$ cat src/rtl/trap_sequencer_pkg.sv
// trap_sequencer_pkg: privilege, CSR, mstatus and trap-sequence types shared by the trap sequencer
package trap_sequencer_pkg;
  typedef enum logic [1:0] {
    USER       = 2'b00,
    SUPERVISOR = 2'b01,
    RESERVED   = 2'b10,
    MACHINE    = 2'b11
  } privilege_level_t;
  typedef enum logic [11:0] {
    CSR_MSTATUS = 12'h300,
    CSR_MEPC    = 12'h341,
    CSR_MCAUSE  = 12'h342,
    CSR_MTVAL   = 12'h343
  } csr_allocation_t;
  typedef enum logic [2:0] {
    IDLE,
    WR_MEPC,
    WR_MCAUSE,
    WR_MTVAL,
    WR_MSTATUS,
    RET_MSTATUS,
    REDIRECT
  } trap_state_t;
  typedef struct packed {
    logic             sd;
    logic [24:0]      wpri4;
    logic             mbe;
    logic             sbe;
    logic [1:0]       sxl;
    logic [1:0]       uxl;
    logic [8:0]       wpri3;
    logic             tsr;
    logic             tw;
    logic             tvm;
    logic             mxr;
    logic             sum;
    logic             mprv;
    logic [1:0]       xs;
    logic [1:0]       fs;
    privilege_level_t mpp;
    logic [1:0]       vs;
    logic             spp;
    logic             mpie;
    logic             ube;
    logic             spie;
    logic             wpri2;
    logic             mie;
    logic             wpri1;
    logic             sie;
    logic             wpri0;
  } rv64_xstatus_t;
  // index 0 is the highest-priority interrupt code
  localparam logic [6:0][3:0] IRQ_PRIO = {4'd13, 4'd5, 4'd1, 4'd9, 4'd7, 4'd3, 4'd11};
  localparam logic [1:0] MTVEC_MODE_DIRECT   = 2'b00;
  localparam logic [1:0] MTVEC_MODE_VECTORED = 2'b01;
endpackage

$ cat src/rtl/trap_sequencer_if.sv
// trap_sequencer_if: commit/CSR-side bundle of the trap sequencer
interface trap_sequencer_if #(parameter int MLEN = 64);
  import trap_sequencer_pkg::*;
  logic             exc_valid_i;
  logic [MLEN-2:0]  exc_code_i;
  logic [MLEN-1:0]  exc_pc_i;
  logic [MLEN-1:0]  exc_tval_i;
  logic             mret_valid_i;
  logic [MLEN-1:0]  mstatus_i;
  logic [MLEN-1:0]  mie_i;
  logic [MLEN-1:0]  mip_i;
  logic [MLEN-1:0]  mtvec_i;
  logic [MLEN-1:0]  mepc_i;
  logic             ack_o;
  logic             busy_o;
  logic             csr_we_o;
  logic [11:0]      csr_addr_o;
  logic [MLEN-1:0]  csr_wdata_o;
  logic             flush_o;
  logic             redirect_valid_o;
  logic [MLEN-1:0]  redirect_pc_o;
  privilege_level_t priv_o;
  modport master (
    output exc_valid_i, exc_code_i, exc_pc_i, exc_tval_i, mret_valid_i,
    output mstatus_i, mie_i, mip_i, mtvec_i, mepc_i,
    input  ack_o, busy_o, csr_we_o, csr_addr_o, csr_wdata_o,
    input  flush_o, redirect_valid_o, redirect_pc_o, priv_o
  );
  modport slave (
    input  exc_valid_i, exc_code_i, exc_pc_i, exc_tval_i, mret_valid_i,
    input  mstatus_i, mie_i, mip_i, mtvec_i, mepc_i,
    output ack_o, busy_o, csr_we_o, csr_addr_o, csr_wdata_o,
    output flush_o, redirect_valid_o, redirect_pc_o, priv_o
  );
endinterface

$ cat src/rtl/trap_sequencer_irq_priority_select.sv
// irq_priority_select: picks the highest-priority pending interrupt code
module irq_priority_select
  import trap_sequencer_pkg::*;
#(
  parameter int MLEN = 64
) (
  input  logic [MLEN-1:0] pending_i,
  output logic            valid_o,
  output logic [3:0]      code_o
);
  // scan lowest priority first so the highest pending one is written last
  always_comb begin
    valid_o = 1'b0;
    code_o  = '0;
    for (int i = 6; i >= 0; i--) begin
      if (pending_i[IRQ_PRIO[i]]) begin
        valid_o = 1'b1;
        code_o  = IRQ_PRIO[i];
      end
    end
  end
endmodule

$ cat src/rtl/trap_sequencer.sv
// trap_sequencer: machine-mode trap/MRET sequencer writing CSRs one per cycle, then flush and redirect
module trap_sequencer
  import trap_sequencer_pkg::*;
#(
  parameter int               MLEN       = 64,
  parameter privilege_level_t RESET_PRIV = MACHINE
) (
  input logic             clk_i,
  input logic             rst_i,
  trap_sequencer_if.slave bus
);
  trap_state_t      state_q, state_d;
  privilege_level_t priv_q, priv_d;
  logic             irq_q, ret_q;
  logic [MLEN-2:0]  code_q;
  logic [MLEN-1:0]  pc_q, tval_q, base;
  logic             irq_valid, irq_en, take_trap, ack;
  logic [3:0]       irq_code;
  rv64_xstatus_t    ms, ms_d;

  irq_priority_select #(.MLEN(MLEN)) u_sel (
    .pending_i(bus.mip_i & bus.mie_i),
    .valid_o  (irq_valid),
    .code_o   (irq_code)
  );

  assign ms        = rv64_xstatus_t'(bus.mstatus_i);
  assign irq_en    = irq_valid && (priv_q != MACHINE || ms.mie);
  assign take_trap = bus.exc_valid_i || irq_en;
  assign ack       = state_q == IDLE && (take_trap || bus.mret_valid_i);
  assign base      = bus.mtvec_i & ~MLEN'(3);
  assign bus.ack_o  = ack;
  assign bus.busy_o = state_q != IDLE;
  assign bus.priv_o = priv_q;

  // sequence state and privilege level
  always_ff @(posedge clk_i) begin
    if (rst_i) begin
      state_q <= IDLE;
      priv_q  <= RESET_PRIV;
    end else begin
      state_q <= state_d;
      priv_q  <= priv_d;
    end
  end

  // capture the accepted event; exceptions override interrupts, traps override MRET
  always_ff @(posedge clk_i) begin
    if (rst_i) begin
      irq_q  <= 1'b0;
      ret_q  <= 1'b0;
      code_q <= '0;
      pc_q   <= '0;
      tval_q <= '0;
    end else if (ack) begin
      irq_q  <= !bus.exc_valid_i && irq_en;
      ret_q  <= !take_trap;
      code_q <= bus.exc_valid_i ? bus.exc_code_i : (MLEN-1)'(irq_code);
      pc_q   <= bus.exc_pc_i;
      tval_q <= bus.exc_tval_i;
    end
  end

  // next state, CSR write port and redirect outputs
  always_comb begin
    state_d              = state_q;
    priv_d               = priv_q;
    ms_d                 = ms;
    bus.csr_we_o         = 1'b0;
    bus.csr_addr_o       = '0;
    bus.csr_wdata_o      = '0;
    bus.flush_o          = 1'b0;
    bus.redirect_valid_o = 1'b0;
    bus.redirect_pc_o    = '0;
    case (state_q)
      IDLE: state_d = take_trap ? WR_MEPC : bus.mret_valid_i ? RET_MSTATUS : IDLE;
      WR_MEPC: begin
        state_d         = WR_MCAUSE;
        bus.csr_we_o    = 1'b1;
        bus.csr_addr_o  = CSR_MEPC;
        bus.csr_wdata_o = pc_q & ~MLEN'(1);
      end
      WR_MCAUSE: begin
        state_d         = WR_MTVAL;
        bus.csr_we_o    = 1'b1;
        bus.csr_addr_o  = CSR_MCAUSE;
        bus.csr_wdata_o = {irq_q, code_q};
      end
      WR_MTVAL: begin
        state_d         = WR_MSTATUS;
        bus.csr_we_o    = 1'b1;
        bus.csr_addr_o  = CSR_MTVAL;
        bus.csr_wdata_o = irq_q ? '0 : tval_q;
      end
      WR_MSTATUS: begin
        state_d         = REDIRECT;
        ms_d.mpie       = ms.mie;
        ms_d.mie        = 1'b0;
        ms_d.mpp        = priv_q;
        bus.csr_we_o    = 1'b1;
        bus.csr_addr_o  = CSR_MSTATUS;
        bus.csr_wdata_o = ms_d;
        priv_d          = MACHINE;
      end
      RET_MSTATUS: begin
        state_d         = REDIRECT;
        ms_d.mie        = ms.mpie;
        ms_d.mpie       = 1'b1;
        ms_d.mpp        = USER;
        bus.csr_we_o    = 1'b1;
        bus.csr_addr_o  = CSR_MSTATUS;
        bus.csr_wdata_o = ms_d;
        priv_d          = ms.mpp == RESERVED ? USER : ms.mpp;
      end
      REDIRECT: begin
        state_d              = IDLE;
        bus.flush_o          = 1'b1;
        bus.redirect_valid_o = 1'b1;
        bus.redirect_pc_o    = ret_q ? bus.mepc_i & ~MLEN'(1) :
                               (bus.mtvec_i[1:0] == MTVEC_MODE_VECTORED && irq_q) ?
                               base + {code_q[MLEN-3:0], 2'b00} : base;
      end
      default: state_d = IDLE;
    endcase
  end
endmodule

$ cat src/flat_wrapper.sv
// flat-port wrapper written by rule: the top's interface ports become plain ports
module trap_sequencer_flat import trap_sequencer_pkg::*;
#(
  parameter int               MLEN       = 64,
  parameter privilege_level_t RESET_PRIV = MACHINE
)
  (clk_i, rst_i, bus_exc_valid_i, bus_exc_code_i, bus_exc_pc_i, bus_exc_tval_i, bus_mret_valid_i, bus_mstatus_i, bus_mie_i, bus_mip_i, bus_mtvec_i, bus_mepc_i, bus_ack_o, bus_busy_o, bus_csr_we_o, bus_csr_addr_o, bus_csr_wdata_o, bus_flush_o, bus_redirect_valid_o, bus_redirect_pc_o, bus_priv_o);
  trap_sequencer_if #(.MLEN(MLEN)) bus_i ();
  input logic clk_i;
  input logic rst_i;
  input wire logic [$bits(bus_i.exc_valid_i)-1:0] bus_exc_valid_i;
  input wire logic [$bits(bus_i.exc_code_i)-1:0] bus_exc_code_i;
  input wire logic [$bits(bus_i.exc_pc_i)-1:0] bus_exc_pc_i;
  input wire logic [$bits(bus_i.exc_tval_i)-1:0] bus_exc_tval_i;
  input wire logic [$bits(bus_i.mret_valid_i)-1:0] bus_mret_valid_i;
  input wire logic [$bits(bus_i.mstatus_i)-1:0] bus_mstatus_i;
  input wire logic [$bits(bus_i.mie_i)-1:0] bus_mie_i;
  input wire logic [$bits(bus_i.mip_i)-1:0] bus_mip_i;
  input wire logic [$bits(bus_i.mtvec_i)-1:0] bus_mtvec_i;
  input wire logic [$bits(bus_i.mepc_i)-1:0] bus_mepc_i;
  output wire logic [$bits(bus_i.ack_o)-1:0] bus_ack_o;
  output wire logic [$bits(bus_i.busy_o)-1:0] bus_busy_o;
  output wire logic [$bits(bus_i.csr_we_o)-1:0] bus_csr_we_o;
  output wire logic [$bits(bus_i.csr_addr_o)-1:0] bus_csr_addr_o;
  output wire logic [$bits(bus_i.csr_wdata_o)-1:0] bus_csr_wdata_o;
  output wire logic [$bits(bus_i.flush_o)-1:0] bus_flush_o;
  output wire logic [$bits(bus_i.redirect_valid_o)-1:0] bus_redirect_valid_o;
  output wire logic [$bits(bus_i.redirect_pc_o)-1:0] bus_redirect_pc_o;
  output wire logic [$bits(bus_i.priv_o)-1:0] bus_priv_o;
  assign bus_i.exc_valid_i = bus_exc_valid_i;
  assign bus_i.exc_code_i = bus_exc_code_i;
  assign bus_i.exc_pc_i = bus_exc_pc_i;
  assign bus_i.exc_tval_i = bus_exc_tval_i;
  assign bus_i.mret_valid_i = bus_mret_valid_i;
  assign bus_i.mstatus_i = bus_mstatus_i;
  assign bus_i.mie_i = bus_mie_i;
  assign bus_i.mip_i = bus_mip_i;
  assign bus_i.mtvec_i = bus_mtvec_i;
  assign bus_i.mepc_i = bus_mepc_i;
  assign bus_ack_o = bus_i.ack_o;
  assign bus_busy_o = bus_i.busy_o;
  assign bus_csr_we_o = bus_i.csr_we_o;
  assign bus_csr_addr_o = bus_i.csr_addr_o;
  assign bus_csr_wdata_o = bus_i.csr_wdata_o;
  assign bus_flush_o = bus_i.flush_o;
  assign bus_redirect_valid_o = bus_i.redirect_valid_o;
  assign bus_redirect_pc_o = bus_i.redirect_pc_o;
  assign bus_priv_o = bus_i.priv_o;
  trap_sequencer #(.MLEN(MLEN), .RESET_PRIV(RESET_PRIV)) u_core (.clk_i(clk_i), .rst_i(rst_i), .bus(bus_i));
endmodule
$ cat config.mk
export PLATFORM = sky130hd
export DESIGN_NAME = trap_sequencer_flat
export DESIGN_NICKNAME = d
export VERILOG_FILES = /design/src/rtl/trap_sequencer_pkg.sv /design/src/rtl/trap_sequencer_if.sv /design/src/rtl/trap_sequencer_irq_priority_select.sv /design/src/rtl/trap_sequencer.sv /design/src/flat_wrapper.sv
export SDC_FILE = /design/constraint.sdc
export NUM_CORES = 1
export LEC_CHECK = 0
export ABC_AREA = 1
export BUFFER_PORTS_ARGS = -buffer_cell sky130_fd_sc_hd__buf_2
export CELL_PAD_IN_SITES_DETAIL_PLACEMENT = 0
export CELL_PAD_IN_SITES_GLOBAL_PLACEMENT = 1
export CORE_AREA = 4 4 259 261
export CTS_BUF_LIST = sky130_fd_sc_hd__clkbuf_4
export DETAILED_ROUTE_END_ITERATION = 8
export DIE_AREA = 0 0 263 265
export PLACE_DENSITY = 0.65
export SKIP_CTS_REPAIR_TIMING = 1
export SYNTH_ARGS = -nofsm -noshare
export SYNTH_HDL_FRONTEND = slang
export SYNTH_SLANG_ARGS = --single-unit
$ cat constraint.sdc
create_clock -name clk_i -period 2.3 [get_ports clk_i]
set_clock_uncertainty 0.2 [all_clocks]
set_input_delay 0 -clock clk_i [delete_from_list [all_inputs] [get_ports clk_i]]
set_output_delay 0 -clock clk_i [all_outputs]
set_load 0.005 [all_outputs]
# [Word level (Yosys, flattened, before mapping)]
# Cells that the tools add are included.
[word_totals] input_bits=515 output_inout_bits=147 elab_cells=60 register_bits=198
[classes] eq_ne=9 bitwise_logic=1 n_mux=28 n_addsub=1 n_reduce_logical=14
[op_table] operator="case mux 64 bit (5 select lines)" n=1
[op_table] operator="two-way mux 64 bit" n=4
[op_table] operator="adder 64 bit" n=1
[op_table] operator="two-way mux 63 bit" n=1
[op_table] operator="case mux 10 bit (4 select lines)" n=1
[op_table] operator="two-way mux 4 bit" n=7
[op_table] operator="case mux 3 bit (5 select lines)" n=1
[op_table] operator="AND 14 bit" n=1
[op_table] operator="equality test 3 bit (second input constant)" n=3
[op_table] operator="two-way mux 1 bit" n=9
[op_table] operator="equality test 3 x 2 -> 1 bit (second input constant)" n=2
[op_table] operator="two-way mux 3 bit" n=2
[op_table] operator="OR reduction 5 bit" n=1
[op_table] operator="logical AND 1 bit" n=4
[op_table] operator="case mux 2 bit (2 select lines)" n=1
[op_table] operator="equality test 3 x 1 -> 1 bit (second input constant)" n=1
[op_table] operator="zero test 3 bit" n=1
[op_table] operator="logical OR 1 bit" n=3
[op_table] operator="nonzero test 3 bit" n=1
[op_table] operator="equality test 2 x 1 -> 1 bit (second input constant)" n=1
[op_table] operator="equality test 2 bit (second input constant)" n=1
[op_table] operator="zero test 1 bit" n=2
[op_table] operator="two-way mux 2 bit" n=1
[op_table] operator="!= test 2 bit (second input constant)" n=1
[op_table] operator="other kinds (2)" n=2

# [Depth between registers and ports, before layout]
# Gate-level depths: netlist of the first run.
[depth] word_depth=12 depth_mapped=16 depth_no_buf=16

# [Modules after synthesis]
# From an unflattened synthesis of the first run, not the netlist that was laid out.
[unflattened] cells_unflattened=2858 hier_area_um2=16160.5
[by_module_without_submodules] module="trap_sequencer" seq_area_each_um2=3943.8 area_each_um2=16064.2 instances=1 cells_per_inst=2838
[by_module_without_submodules] module="irq_priority_select" seq_area_each_um2=0.0 area_each_um2=96.3 instances=1 cells_per_inst=20

# [Worst setup path before layout of the first run]
# Ideal clock, no wire load.
[synth_timing] path_kind="register to output" from="register u_core.code_q[0]" to="output port bus_redirect_pc_o[42]" arrival_time_ns=1.962 slack_ns=0.138 stages_incl_launch_ff=15 required_ns=2.100 path_buffers=0 cell_sequence="dfxtp_1 ha_1 inv_1 fa_1 inv_1 nand3_1 nand3_1 nand2_1 nand2_1 nand2_1 nand3_1 nand3_1 nand3_1 nand3_1 a21oi_1"
[synth_between] elab_chain_len=4
[synth_lines] item="from (decl)" line_no="trap_sequencer.sv:15" text="logic [MLEN-2:0] code_q;"
[synth_lines] item="from (signal assigned)" line_no="trap_sequencer.sv:58" text="code_q <= bus.exc_valid_i ? bus.exc_code_i : (MLEN-1)'(irq_code);"
[synth_lines] item="adder 64 bit" line_no="trap_sequencer.sv:121" text="base + {code_q[MLEN-3:0], 2'b00} : base;"
[synth_lines] item="two-way mux 64 bit" line_no="trap_sequencer.sv:120" text="(bus.mtvec_i[1:0] == MTVEC_MODE_VECTORED && irq_q) ?"
[synth_lines] item="two-way mux 64 bit" line_no="trap_sequencer.sv:119" text="bus.redirect_pc_o = ret_q ? bus.mepc_i & ~MLEN'(1) :"
[synth_lines] item="two-way mux 64 bit" line_no="trap_sequencer.sv:75" text="case (state_q)"
[synth_lines] item="to (decl)" line_no="flat_wrapper.sv:28" text="output wire logic [$bits(bus_i.redirect_pc_o)-1:0] bus_redirect_pc_o;"
# No other way between the ends.

# [Worst setup path after layout of the first run]
[layout_timing] from="register u_core.code_q[46]" to="output port bus_redirect_pc_o[56]"
# Same word-level chain as after synthesis.

==> reports/qor.txt, run 1 <==
Crit Path Max Fanout: 3
compound-cell area share of the yosys netlist: 18.6%
Critical-path top delay cell: dfxtp_4
grt ovf: 0
fin nets: 4464
Die Ht: 265 um
Cell Area, Synth: 0.0153 mm2
HP Class: in2out
Yosys top cell by area: dfxtp_1
most frequent cells in the layout: 847 x nand2_1, 531 x buf_2, 400 x dlygate4sd3_1
later-pin clock latency in the skew report: 670 ps
Final Cycle Share: 134%
PD cells: 766 mW/mm2
Via Count: 22200
Avg Inst Size Synth: 5.72 um2
post-synthesis mux area share: 0%
RSZ-0062 raised after global routing: true
Unique masters post-synth: 38
max-slew violations: 0
static leakage power: 0.0141 uW
vias per cell: 4.67
crit path time final: 3090 ps
H-tree depth: 4
post-synthesis sequential area ratio: 25.7%
CP endpoint kind: primary output
final WL: 91.8 mm
GRT Util Overall: 22.0%
ys flop type: dfxtp_1
drt pass-1 iters: 5
XOR/XNOR Fraction of Synth Area: 0.972%
Fin. Hold Viols: 0
critical-path cell list: ha_4, nand2_1, buf_4, nor2_2, nand3_2, nor2_4, and3_4, nand2_2, nand4_1, nand3_1, a21oi_1, buf_2
Finished Layout Cells: 4761
YS warnings: 0
maxcap violations: 0
critical path class: reg2out
initial antenna violation count: 13
Die Width: 263 um
vias in the first global route: 19000
Area contributors post-synth: dfxtp_1 26%, nand2_1 25%, a21oi_1 11%
TritonCTS Sinks: 197
clk buf depth: 2
Post-Place Cells: 4282
Post-route DRC: 0
DR iter-0 viols: 1454
post-DP HPWL: 67.3 mm
Synth async-reset ratio: 0%
Critical Path RT: 2100 ps
global placer's final weighted congestion: 0.910
number of synthesized flops with an enable pin: 0
commonest non-fill, non-tap cell in the layout: nand2_1
Final Worst Setup Slack: -788 ps
startpoint class of the critical path: flop
FP Rows: 93
Root Buffer: clkbuf_4
Clock Pin Slew Worst Setup and Hold Paths: 210 ps
violated checks: negative setup slack
worst slew pin tran: 598 ps
setup TNS: -55520 ps
Mapped Cells: 2679
simple-gate share of the synthesized area: 37.2%
Worst EP arrival: 2890 ps
status: finished with violations
Final setup viols: 126
share of layout cells above drive strength 1: 41.5%
core area: 0.0645 mm2
io pins: 662
wire length per cell: 19.3 um
peak per-stage delay on the critical path: 410 ps
adder-cell share of the synthesized area: 5.11%
Area growth syn-to-layout: 93.4%
largest net degree at the start of global routing: 103
first-pass GRT wire length: 118 mm
Peak Freq: 324 MHz
TritonCTS clock tree: done
#FFs+latches synth: 197
Worst slew margin: 60.1%
initial core utilization: 23.8%
antenna viol nets, final: 0
Place WS: -413 ps
PortBufs: 537
largest family of logic cells by synthesized area: simple AND/OR/NAND/NOR gates
Max IR drop VDD: 0.000541 V
cts bufs inserted: 17
full die area: 0.0697 mm2
Synth top area share: 25.7%
==> area by class of cell <==
type	instances	area (um2)
fillers	6659	34800
multi-input cells	2027	12600
repair buffers	1317	10200
flip-flops and latches	197	4140
inverters	325	1280
well taps	855	1070
clock inverters	14	165
clock buffers	18	135
repair inverters	2	22.5
diodes	6	15.0
==> power breakdown <==
part / internal [uW] / switching (uW)
clock network: 516 / 1540
registers: 4550 / 913
logic: 6540 / 8640
total: 11600 / 11100
==> synthesized netlist by cell type (all sizes together) (15+ instances only) <==
cell    number
nand2     1038
a21oi      349
inv        325
nand3      219
dfxtp      197
nor2       116
o21ai       98
buf         71
clkbuf      66
a22oi       62
ha          61
xnor2       15
==> state kept, by name, indices dropped and copies added (netlist names) <==
register	count
u_core.state_q	3
u_core.pc_q	63
u_core.ret_q	1
u_core.bus.priv_o	2
u_core.irq_q	1
u_core.code_q	63
u_core.tval_q	64
==> final timing paths <==
kind	start	end	slack, ps	depth (start not counted)
max reg2reg	u_core.state_q[0]	u_core.tval_q[21]	70	9
min reg2reg	u_core.pc_q[46]	u_core.pc_q[46]	280	2
max	u_core.code_q[46]	bus_redirect_pc_o[56]	-790	12
min	bus_mstatus_i[0]	bus_csr_wdata_o[0]	90	4
==> logic make-up after synthesis <==
kind of cell             Yosys count
AND/OR/NAND/NOR                 1414
AO/OA/AOI/OAI                    526
XOR/XNOR                          17
buffers and inverters            462
flip-flops                       197
other                              1
adder cells (fa/ha/maj)           62
==> critical path, delay by kind of cell, from the launching register on <==
kind | cells | cell delay, ps
buf+inv | 2 | 290
simple gates | 8 | 1070
compound gates | 1 | 170
flops | 1 | 410
fa+ha+maj | 1 | 280
==> through the flow <==
step           hold WS (ps)  utilization, %  power [uW]  area, um2
6_report               91.2            46.0       22700      29600
4_1_cts                -737            33.4       18500      21500
2_1_floorplan          -114               -       11200      15300
3_5_place_dp           53.5            33.0       16400      21200
3_3_place_gp           49.3            33.0       16400      21200
5_1_grt                50.4            46.0       24200      29600
==> routing by layer <==
layer | vias to the layer above | routed length (um) | track usage, %
met1 | 10400 | 41200 | 30.7
met4 | 4 | 2470 | 5.80
met3 | 108 | 4970 | 4.18
met2 | 733 | 43100 | 35.1
met5 | - | 27 | 0
li1 | 11000 | - | -
No activity file was read; power rests on OpenSTA's default activity.
==> run 2, diff against run 1 <==
--- a/config.mk
+++ b/config.mk
@@ -13,7 +13,7 @@
 export CTS_BUF_LIST = sky130_fd_sc_hd__clkbuf_4
 export DETAILED_ROUTE_END_ITERATION = 8
 export DIE_AREA = 0 0 263 265
-export PLACE_DENSITY = 0.65
+export PLACE_DENSITY = 0.6
 export SKIP_CTS_REPAIR_TIMING = 1
 export SYNTH_ARGS = -nofsm -noshare
 export SYNTH_HDL_FRONTEND = slang
==> reports/qor.txt, run 2 (synthesized netlist as in run 1, its figures left out) <==
status: finished with violations
violated checks: negative setup slack
max reg flops: 64 (unchanged)
multi-input combinational cell area: 0.0130 mm2 (+3.7%)
fill count: 6626 (-0.50%)
DR iter-0 viols: 1432 (-1.5%)
crit path time final: 3050 ps (-41.1 ps)
most frequent cells in the layout: 800 x nand2_1, 515 x buf_2, 407 x dlygate4sd3_1
worst slew pin tran: 621 ps (+22.3 ps)
Peak Freq: 328 MHz (+1.4%)
share of layout cells above drive strength 1: 43.6% (+2.2 points)
top flop regs: u_core.tval_q (64), u_core.code_q (63), u_core.pc_q (63)
static leakage power: 0.0148 uW (+4.6%)
full die area: 0.0697 mm2 (unchanged)
wire length per cell: 19.6 um (+1.7%)
final WL: 93.6 mm (+2.0%)
later-pin clock latency in the skew report: 620 ps (-50 ps)
io pins: 662 (unchanged)
register area: 0.00412 mm2 (-0.51%)
initial core utilization: 23.8% (unchanged)
PD cells: 769 mW/mm2 (+0.39%)
Largest Register: u_core.tval_q
antenna viol nets, final: 0 (unchanged)
Crit Path Max Fanout: 4 (+1)
clk buf depth: 2 (unchanged)
setup TNS: -43080 ps (+12450 ps)
TritonCTS Sinks: 197 (unchanged)
worst hold slack: 11.7 ps (-79.5 ps)
Final Worst Setup Slack: -747 ps (+41.1 ps)
startpoint class of the critical path: flop
grt ovf: 0 (unchanged)
Post-route DRC: 0 (unchanged)
vias per cell: 4.71 (+0.83%)
Clock Pin Slew Worst Setup and Hold Paths: 170 ps (-40 ps)
reg2reg start: u_core.state_q[2]
HP Class: in2reg
worst setup path start: u_core.code_q[0]
fin nets: 4478 (+0.31%)
reg2reg end: u_core.bus.priv_o[0]
max-slew violations: 0 (unchanged)
worst setup path end: bus_redirect_pc_o[62]
Final setup viols: 125 (-0.79%)
first-pass GRT wire length: 119 mm (+0.67%)
vias in the first global route: 18700 (-1.2%)
Worst EP arrival: 2850 ps (-40 ps)
core area: 0.0645 mm2 (unchanged)
Die Width: 263 um (unchanged)
global placer's final weighted congestion: 0.899 (-1.3%)
Area growth syn-to-layout: 99.2%
R2R setup slack: 30 ps (-40 ps)
Reg2Reg Depth: 9 (unchanged)
largest net degree at the start of global routing: 80 (-22%)
critical path class: reg2out
commonest non-fill, non-tap cell in the layout: nand2_1
Critical Path RT: 2100 ps (about the same)
maxcap violations: 0 (unchanged)
Die Ht: 265 um (unchanged)
Final Cycle Share: 132% (-1.8 points)
TritonCTS clock tree: done
Root Buffer: clkbuf_4
cts bufs inserted: 17 (unchanged)
post-DP HPWL: 68.3 mm (+1.5%)
GRT Util Overall: 22.2% (+0.20 points)
Via Count: 22500 (+1.1%)
Worst slew margin: 58.6% (-1.5 points)
Fin. Hold Viols: 0 (unchanged)
H-tree depth: 4 (unchanged)
CP endpoint kind: primary output
Max IR drop VDD: 0.000688 V (+27%)
PortBufs: 537 (unchanged)
drt pass-1 iters: 7 (+2)
RSZ-0062 raised after global routing: true
FP Rows: 93 (unchanged)
initial antenna violation count: 13 (unchanged)
-- run 2: changes by cell type in the layout (fill, tap and decap cells not counted), sizes merged --
| cell | change |
|---|---|
| clkbuf | +7 |
| bufinv | +2 |
| clkinv | -2 |
| diode | -1 |
| inv | -2 |
| dlygate4sd3 | +7 |
| buf | +1 |
-- run 2: area by class of cell --
| class | count | share of cell area, % |
|---|---|---|
| inverters | 325 | 4.15 |
| diodes | 5 | 0.0410 |
| repair buffers | 1333 | 35.2 |
| flip-flops and latches | 197 | 13.5 |
| clock inverters | 14 | 0.549 |
| well taps | 855 | 3.51 |
| clock buffers | 17 | 0.418 |
| multi-input cells | 2027 | 42.7 |
-- run 2: per-stage QoR --
step	util (%)	power, uW	std cells	setup WS, ps	area (um2)
2_1_floorplan	-	11200	2686	138	15300
3_3_place_gp	32.7	16500	4254	-343	21100
3_5_place_dp	32.7	16500	4254	-336	21100
4_1_cts	33.1	18600	4285	-1120	21400
5_1_grt	47.3	25000	4772	-903	30500
6_report	47.3	23500	4773	-747	30500
-- run 2: where the power goes --
group,internal [uW],switching (uW)
registers,4540,927
logic,7090,8820
clock network,674,1410
-- run 2: worst min path at each step --
stage / from / cells after the start / end / slack, ps
after detailed placement: bus_exc_tval_i[46] / 3 / u_core.tval_q[46] / 50
final: bus_exc_code_i[37] / 4 / u_core.code_q[37] / 10
after CTS: bus_exc_pc_i[33] / 3 / u_core.pc_q[33] / -710
after global placement: bus_exc_tval_i[33] / 3 / u_core.tval_q[33] / 50
after global routing: bus_exc_code_i[37] / 4 / u_core.code_q[37] / -8
after floorplan: bus_mepc_i[1] / 2 / bus_redirect_pc_o[1] / -110
-- run 2: worst max-delay path, stage by stage (launching register included) --
cell      delay, ps
dfxtp_2         390
ha_4            140
inv_2            40
fa_2            390
inv_2            80
nand3_2          80
nand3_4         100
nand3_2          60
nand3b_1        150
nand2_1          90
nand2_2         120
buf_6           130
nand2_4          50
nand3_2          50
nand3_2          60
a21oi_1         130
buf_2           130
-- run 2: routing by layer --
metal | vias to the layer above | GRT usage (%) | part of all wire (%)
li1 | 11000 | - | -
met1 | 10600 | 30.9 | 45
met2 | 710 | 36.0 | 47
met3 | 142 | 4.09 | 5.2
met4 | 12 | 5.15 | 3.1
met5 | - | 0 | 0.081
==> run 3, diff against run 2 <==
--- a/config.mk
+++ b/config.mk
@@ -11,9 +11,11 @@
 export CELL_PAD_IN_SITES_GLOBAL_PLACEMENT = 1
 export CORE_AREA = 4 4 259 261
 export CTS_BUF_LIST = sky130_fd_sc_hd__clkbuf_4
+export CTS_CLUSTER_SIZE = 12
 export DETAILED_ROUTE_END_ITERATION = 8
 export DIE_AREA = 0 0 263 265
 export PLACE_DENSITY = 0.6
+export SETUP_SLACK_MARGIN = 0.5
 export SKIP_CTS_REPAIR_TIMING = 1
 export SYNTH_ARGS = -nofsm -noshare
 export SYNTH_HDL_FRONTEND = slang
==> reports/qor.txt, run 3 (synthesized netlist as in run 1, its figures left out) <==
Die Ht: 265 um (unchanged)
fin nets: 4421 (-1.3%)
met2 usage: 36.5% (+0.51 points)
io pins: 662 (unchanged)
cts bufs inserted: 17 (unchanged)
PD cells: 821 mW/mm2 (+6.8%)
Clock Pin Slew Worst Setup and Hold Paths: 180 ps (about the same)
Final Worst Setup Slack: -772 ps (-25.4 ps)
Critical-path top delay cell: dfxtp_4
Clock power frac: 8.3% (-0.6 points)
met3 Usage GRT: 3.96% (-0.13 points)
Final Cycle Share: 134% (+1.1 points)
worst slew pin tran: 639 ps (+18.1 ps)
Net Sw Frac: 48.8% (+1.2 points)
CP endpoint kind: primary output
max reg flops: 64 (unchanged)
Worst slew margin: 57.4% (-1.2 points)
Area growth syn-to-layout: 97.7%
share of layout cells above drive strength 1: 44.0% (+0.32 points)
worst hold slack: 14.0 ps (+2.29 ps)
Final setup viols: 316 (+150%)
clk buf depth: 2 (unchanged)
initial core utilization: 23.8% (unchanged)
antenna viol nets, final: 0 (unchanged)
core area: 0.0645 mm2 (unchanged)
startpoint class of the critical path: flop
top flop regs: u_core.tval_q (64), u_core.code_q (63), u_core.pc_q (63)
critical path depth in cells: 15 (-1)
full die area: 0.0697 mm2 (unchanged)
Combinational Power Share: 69.3% (+1.5 points)
peak per-stage delay on the critical path: 430 ps (+40 ps)
Largest Register: u_core.tval_q
Reg2Reg Depth: 11 (+2)
DR iter-0 viols: 1557 (+8.7%)
vias in the first global route: 19500 (+4.0%)
global placer's final weighted congestion: 0.950 (+5.7%)
TritonCTS clock tree: done
Post-Place Cells: 4209 (-1.1%)
PortBufs: 537 (unchanged)
Worst EP arrival: 2870 ps (+20 ps)
Critical Path RT: 2100 ps (about the same)
violated checks: negative setup slack
grt peak-use layer: met2
static leakage power: 0.0147 uW (-0.82%)
Placed Area: 0.0211 mm2 (+0.20%)
Fin. Hold Viols: 0 (unchanged)
GRT Util Overall: 23.0% (+0.76 points)
HP Class: in2reg
Peak Freq: 325 MHz (-0.83%)
FP Rows: 93 (unchanged)
final WL: 98.6 mm (+5.4%)
grt ovf: 0 (unchanged)
sequential power share: 22.4% (-0.9 points)
Finished Layout Cells: 4720 (-1.1%)
post-DP HPWL: 71.1 mm (+4.1%)
status: finished with violations
critical path class: reg2out
RSZ-0062 raised after global routing: true
commonest non-fill, non-tap cell in the layout: nand2_1
Root Buffer: clkbuf_4
grt met1 use: 32.9% (+2.0 points)
TritonCTS Sinks: 197 (unchanged)
Final Cell Area: 0.0303 mm2 (-0.72%)
maxcap violations: 0 (unchanged)
Psw: 12100 uW (+8.7%)
Int Pwr: 12800 uW (+3.6%)
critical path's most frequent cell: nand2_4
crit path time final: 3070 ps (+25.4 ps)
initial antenna violation count: 13 (unchanged)
critical-path cell list: inv_1, fa_2, inv_2, nand3_2, nand3_4, nand2_4, nand2_4, nand2_4, buf_6, a21oi_4, nor2_2, nand2_1, nand3_2, a21oi_2, buf_2
worst hold stages: 4 (unchanged)
max-slew violations: 0 (unchanged)
Post-route DRC: 0 (unchanged)
first-pass GRT wire length: 123 mm (+3.7%)
later-pin clock latency in the skew report: 680 ps (+60 ps)
Die Width: 263 um (unchanged)
wire length per cell: 20.9 um (+6.5%)
Via Count: 22800 (+1.4%)
Top delay family on crit path: simple AND/OR/NAND/NOR gates
most frequent cells in the layout: 780 x nand2_1, 518 x buf_2, 381 x dlygate4sd3_1
largest net degree at the start of global routing: 80 (unchanged)
Max IR drop VDD: 0.000761 V (+11%)
drt pass-1 iters: 5 (-2)
H-tree depth: 4 (unchanged)
vias per cell: 4.83 (+2.6%)
Crit Path Max Fanout: 4 (unchanged)
Crit path buffers/inverters: 4 (unchanged)
final core occ: 47.0% (-0.34 points)
[run 3: cell types whose count changed in the layout (fill, tap and decap cells not counted), sizes merged]
cell | previous run | this run
clkbuf | 35 | 41
buf | 908 | 869
diode | 5 | 8
bufinv | 2 | 1
inv | 328 | 332
clkinv | 7 | 6
clkinvlp | 2 | 3
dlygate4sd3 | 407 | 381
[run 3: through the flow]
step	setup TNS [ps]	power, uW	setup slack [ps]
2_1_floorplan	0	11400	295
3_3_place_gp	-10970	16600	-368
3_5_place_dp	-10720	16600	-371
4_1_cts	-85500	18700	-1210
5_1_grt	-107100	26200	-933
6_report	-69980	24900	-772
[run 3: layer usage]
layer	wire (um)	part of all wire, %	vias up
li1	-	-	10900
met1	43900	45	10800
met2	45700	46	877
met3	5740	5.8	165
met4	3160	3.2	10
met5	62	0.063	-
[run 3: worst paths after layout]
kind | to | slack, ps | start
worst min register to register | u_core.tval_q[53] | 280 | u_core.tval_q[53]
worst max register to register | u_core.code_q[29] | -280 | u_core.bus.priv_o[1]
worst max-delay path | bus_redirect_pc_o[34] | -770 | u_core.code_q[1]
worst min-delay path | u_core.code_q[27] | 10 | bus_exc_code_i[27]
[run 3: area by class of cell]
cell class	count	area, um2
diodes	8	20.0
clock buffers	17	128
clock inverters	15	164
fillers	6543	34200
inverters	325	1290
multi-input cells	2027	13200
flip-flops and latches	197	4110
well taps	855	1070
repair buffers	1274	10300
repair inverters	2	22.5
[run 3: power by group through the flow]
| stage | Clock [uW] | Sequential, uW | Combinational [uW] |
|---|---|---|---|
| 2_1_floorplan | 0 | 5020 | 6390 |
| 3_3_place_gp | 0 | 5240 | 11300 |
| 3_5_place_dp | 0 | 5280 | 11300 |
| 4_1_cts | 2130 | 5200 | 11400 |
| 5_1_grt | 2220 | 5670 | 18300 |
| 6_report | 2070 | 5580 | 17200 |
[run 3: worst min-delay path: cells and delay by family]
| family | cells | cell delay, ps |
|---|---|---|
| buf+inv | 2 | 680 |
| compound gates | 1 | 60 |
| simple gates | 1 | 110 |
